## src/rtl/bram_port_initiator.sv

```systemverilog
// Request/response initiator for one block-RAM port; credit-gated issue, FIFO-buffered read returns.
// Read latency 2 cycles (accept -> RSP_VALID). REQ_READY drops when queued + in-flight hits RSP_DEPTH.
// Build option BRAM_INIT_WRITE_ACK_EN: writes also return an ordered response tagged by RSP_IS_WRITE.
module bram_port_initiator #(
  parameter int DATA_WIDTH = 32,
  parameter int ADDR_WIDTH = 10,
  parameter int RSP_DEPTH  = 4
) (
  input  logic                          CLK,
  input  logic                          RST,
  input  logic                          REQ_VALID,
  output logic                          REQ_READY,
  input  logic                          REQ_WE,
  input  logic [ADDR_WIDTH-1:0]         REQ_ADDR,
  input  logic [DATA_WIDTH-1:0]         REQ_DATA,
  output logic                          RSP_VALID,
  input  logic                          RSP_READY,
  output logic [DATA_WIDTH-1:0]         RSP_DATA,
  output logic                          RAM_EN,
  output logic                          RAM_WE,
  output logic [ADDR_WIDTH-1:0]         RAM_ADDR,
  output logic [DATA_WIDTH-1:0]         RAM_DI,
  input  logic [DATA_WIDTH-1:0]         RAM_DO,
  input  logic                          RAM_DO_VALID,
  output logic [$clog2(RSP_DEPTH):0]    OUTSTANDING,
  output logic                          ERR_UNEXPECTED
`ifdef BRAM_INIT_WRITE_ACK_EN
  ,
  output logic                          RSP_IS_WRITE
`endif
);

  localparam int PW = $clog2(RSP_DEPTH);
  localparam int CW = PW + 1;
`ifdef BRAM_INIT_WRITE_ACK_EN
  localparam int EW = DATA_WIDTH + 1;
`else
  localparam int EW = DATA_WIDTH;
`endif

  logic [EW-1:0] mem [RSP_DEPTH];
  logic [PW-1:0] wr_ptr;
  logic [PW-1:0] rd_ptr;
  logic [CW-1:0] count;
  logic          rd_inflight;
  logic          guard;
  logic          any_inflight;
  logic          accept;
  logic          push;
  logic          pop;
  logic [EW-1:0] push_entry;

`ifdef BRAM_INIT_WRITE_ACK_EN
  logic                  wr_inflight;
  logic [DATA_WIDTH-1:0] wr_data;

  // Only one request is accepted per cycle, so read and write pushes never collide.
  assign any_inflight = rd_inflight | wr_inflight;
  assign push         = (RAM_DO_VALID && rd_inflight) || wr_inflight;
  assign push_entry   = wr_inflight ? {1'b1, wr_data} : {1'b0, RAM_DO};
  assign RSP_IS_WRITE = mem[rd_ptr][DATA_WIDTH];

  always_ff @(posedge CLK or posedge RST) begin
    if (RST) begin
      wr_inflight <= 1'b0;
      wr_data     <= '0;
    end else begin
      wr_inflight <= accept && REQ_WE;
      wr_data     <= REQ_DATA;
    end
  end
`else
  assign any_inflight = rd_inflight;
  assign push         = RAM_DO_VALID && rd_inflight;
  assign push_entry   = RAM_DO;
`endif

  assign OUTSTANDING = count + CW'(any_inflight);
  assign REQ_READY   = !RST && (OUTSTANDING < CW'(RSP_DEPTH));
  assign accept      = REQ_VALID && REQ_READY;

  assign RAM_EN   = accept;
  assign RAM_WE   = accept && REQ_WE;
  assign RAM_ADDR = REQ_ADDR;
  assign RAM_DI   = REQ_DATA;

  assign RSP_VALID = (count != '0);
  assign RSP_DATA  = mem[rd_ptr][DATA_WIDTH-1:0];
  assign pop       = RSP_VALID && RSP_READY;

  always_ff @(posedge CLK) begin
    if (push) begin
      mem[wr_ptr] <= push_entry;
    end
  end

  always_ff @(posedge CLK or posedge RST) begin
    if (RST) begin
      wr_ptr         <= '0;
      rd_ptr         <= '0;
      count          <= '0;
      rd_inflight    <= 1'b0;
      guard          <= 1'b1;
      ERR_UNEXPECTED <= 1'b0;
    end else begin
      guard       <= 1'b0;
      rd_inflight <= accept && !REQ_WE;
      if (push) begin
        wr_ptr <= wr_ptr + PW'(1);
      end
      if (pop) begin
        rd_ptr <= rd_ptr + PW'(1);
      end
      if (push && !pop) begin
        count <= count + CW'(1);
      end else if (pop && !push) begin
        count <= count - CW'(1);
      end
      // A DO_VALID in the first cycle after reset belongs to a pre-reset read.
      if (RAM_DO_VALID && !rd_inflight && !guard) begin
        ERR_UNEXPECTED <= 1'b1;
      end
    end
  end

  a_no_overflow : assert property (@(posedge CLK) disable iff (RST)
    !(push && !pop && (count == CW'(RSP_DEPTH))));

endmodule

```

## config.mk

```make
export PLATFORM = sky130hd
export DESIGN_NAME = bram_port_initiator
export DESIGN_NICKNAME = d
export VERILOG_FILES = /design/src/rtl/bram_port_initiator.sv
export SDC_FILE = /design/constraint.sdc
export NUM_CORES = 1
export LEC_CHECK = 0
export BUFFER_PORTS_ARGS = -buffer_cell sky130_fd_sc_hd__buf_2
export CORE_MARGIN = 1.5
export CORE_UTILIZATION = 35
export CTS_BUF_LIST = sky130_fd_sc_hd__clkbuf_8
export CTS_CLUSTER_DIAMETER = 150
export DETAILED_ROUTE_END_ITERATION = 7
export PLACE_DENSITY = 0.67
export SYNTH_ARGS = -nofsm -noshare
export SYNTH_HDL_FRONTEND = slang
export SYNTH_SLANG_ARGS = --single-unit
```

## constraint.sdc

```tcl
create_clock -name CLK -period 2.55 [get_ports CLK]
set_clock_uncertainty 0.05 [all_clocks]
set_input_delay 0.51 -clock CLK [delete_from_list [all_inputs] [get_ports CLK]]
set_output_delay 0.51 -clock CLK [all_outputs]
set_load 0.02 [all_outputs]
```

==> flow_metrics.env <==
export IMPL_final_nets=404
export IMPL_ys_ff_latch=138
export IMPL_peakVddDrop_mv=0.7127
export IMPL_syn_area_per_cell_um2=21.36
export IMPL_fmax_ghz=0.4118
export IMPL_synth_top_area_frac=0.6949
export IMPL_clkLatencyLatePin_ns=0.42
export IMPL_hpwl_mm=5.920
export IMPL_critPathLaunchType="flop"
export IMPL_io_pins=162
export IMPL_grt_max_degree=28
export IMPL_synthCells=259
export IMPL_cpMostUsedCell="ha_4"
export IMPL_rsz0062_at_grt="false"
export IMPL_cp_slowest_cell="dfrtp_2"
export IMPL_synthArstFlopShare=0.07246
export IMPL_grt_pass1_wl_mm=14.75
export IMPL_root_buffer="clkbuf_8"
export IMPL_num_vias=2472
export IMPL_cts_inserted_buffers=17
export IMPL_yosysMostFrequentCell="edfxtp_1"
export IMPL_critical_path_max_stage_delay_ns=0.43
export IMPL_fp_coreArea_um2=15310
export IMPL_cts_tree="built"
export IMPL_finalMaxSlewViolations=0
export IMPL_clk_path_buf_depth=2
export IMPL_status="complete, no violations"
export IMPL_critPathCaptureType="output pin"
export IMPL_grtUsageTotal=0.1256
export IMPL_gpl_final_weighted_congestion=0.6771
export IMPL_setup_violations=0
export IMPL_swShare=0.3077
export IMPL_cts_hold_buffers=0
export IMPL_postRouteAntennaNets=0
export IMPL_final_core_util=0.4179
export IMPL_hold_class="in2async"
export IMPL_drt_iter0_drc=130
export IMPL_rows=45
export IMPL_dr_pass1_iters=4
export IMPL_htree_levels=4
export IMPL_maxCapViolCount=0
export IMPL_post_route_period_util=0.9523
export IMPL_start_util=0.3612
export IMPL_die_y_um=128.7
export IMPL_timing_hold_ws_ns=0.03143
export IMPL_critPathRequiredTime_ns=1.99
export IMPL_viasPerCell=4.578
export IMPL_fin_crit_ns=2.428
export IMPL_critical_path_class="reg2out"
export IMPL_yosysUniqueCellTypes=27
export IMPL_hold_viol_final=0
export IMPL_ys_top_cells_by_area="edfxtp_1 69%, mux4_2 11%, buf_4 5.7%"
export IMPL_path_clk_slew_ns=0.08
export IMPL_port_buffer_count=77
export IMPL_p_int_uw=4424
export IMPL_synth_nets=347
export IMPL_synth_seq_area_share=0.7403
export IMPL_drc=0
export IMPL_antenna_found_initial=0
export IMPL_layout_drive_gt1_share=0.4909
export IMPL_cp_max_fo=3
export IMPL_crit_chain="ha_4 -> ha_4 -> xor2_2 -> nor3b_2 -> and2_4 -> buf_6"
export IMPL_p_comb_frac=0.296
export IMPL_power_density_nw_per_um2=998.5
export IMPL_clock_sinks=138
export IMPL_areaGrowthSynthToFinish_pct=15.70
export IMPL_synth_edf_count=128
export IMPL_synth_largest_area_cell="edfxtp_1"
export IMPL_grt_pass1_vias=2690
export IMPL_overflow=0
export IMPL_pwr_share_seq=0.420
export IMPL_die_area_um2=16570
export IMPL_clockPowerShare=0.284
export IMPL_switchingPower_uw=1967
export IMPL_yosysWarnings=0
export IMPL_p_leak_uw=0.002238
export IMPL_syn_area_um2=5532
export IMPL_synth_flop_cell="edfxtp_1"
export IMPL_arrival_ns=1.87
export IMPL_netlist_top_cells_count="128 x edfxtp_1, 42 x buf_4, 28 x mux4_2"
export IMPL_fin_tns_setup_ns=0
export IMPL_die_x_um=128.7
export IMPL_wl_per_cell_um=17.97
export IMPL_wirelength_mm=9.704
power groups by stage:
stage	combinational, uW	clock (uW)	sequential [uW]
floorplan	1530	0	2680
global placement	1820	0	2760
detailed placement	1850	0	2760
CTS	1930	1870	2680
global route	2060	1970	2700
finish	1890	1820	2680
state kept, by name, summed over array words and instances, names as in the netlist:
signal and cells:
mem 128, wr_ptr 2, ERR_UNEXPECTED 1, guard 1, any_inflight 1, count 3
rd_ptr 2
layer usage:
layer / routed length [um] / vias to the layer above / part of all wire / track usage
li1: - / 1093 / - / -
met1: 3980 / 1273 / 0.41 / 0.1426
met2: 4972 / 80 / 0.51 / 0.2108
met3: 578 / 26 / 0.060 / 0.04990
met4: 172 / 0 / 0.018 / 0.05486
met5: 0 / - / 0 / 0
critical path, delay by kind of cell (launching register included):
kind | cells | cell delay, ns
xor gates and xnor gates | 1 | 0.18
DFF | 1 | 0.43
and+or+nand+nor | 2 | 0.40
buffers and inverters | 1 | 0.11
adders and majority gates | 2 | 0.33
final cells by class:
type                            instances  area (um2)
Sequential cell                       138        4100
Fill cell                            1378        8915
Clock buffer                           17       234.0
Clock inverter                         14       173.9
Inverter                                5       18.77
Multi-Input combinational cell         66        1057
Antenna cell                            1       2.502
Tap cell                              211       264.0
Timing Repair Buffer                   88       549.3
stage by stage:
step           instance area [um2]  power, uW  instances  setup slack [ns]
6_report                      6400       6390        540            0.1217
5_1_grt                       6397       6730        539          0.003472
4_1_cts                       6356       6478        539           0.03574
3_5_place_dp                  5916       4610        504            0.3911
3_3_place_gp                  5916       4578        504            0.4198
2_1_floorplan                 5537       4213        259            0.2139
placed cells by master (no fill, tap or decap), types with 4 or more instances in the layout:
cell	n
edfxtp_1	128
buf_2	76
mux4_2	28
clkbuf_8	17
inv_1	6
buf_12	6
dfrtp_1	5
ha_1	5
buf_4	5
xnor2_1	4
mux4_1	4
and3_2	4
dfrtp_2	4
worst paths after layout:
kind / depth (start not counted) / endpoint / slack (ns) / from
worst min-delay path: 2 / count[2] / 0.03 / RST
worst max register to register: 9 / count[2] / 0.26 / count[0]
min in group CLK: 2 / any_inflight / 0.19 / REQ_WE
max in group asynchronous: 2 / guard / 2.10 / RST
worst min register to register: 1 / ERR_UNEXPECTED / 0.42 / ERR_UNEXPECTED
worst max-delay path: 6 / RAM_WE / 0.12 / count[0]
cell families after synthesis:
| logic type | synth area share |
|---|---|
| flip-flops | 0.7403 |
| buffers and inverters | 0.07668 |
| multiplexers | 0.1350 |
| AND/OR/NAND/NOR | 0.01448 |
| adder cells (fa/ha/maj) | 0.01945 |
| XOR/XNOR | 0.01108 |
| AO/OA/AOI/OAI | 0.002262 |
| other | 0.0006779 |
what timing repair did:
item,in CTS,in global routing
hold endpoints to repair,0,0
setup buffers,4,0
gates resized for setup,2,8
pin swaps,1,2
setup endpoints to repair,26,1
No activity file was read; power rests on OpenSTA's default activity.
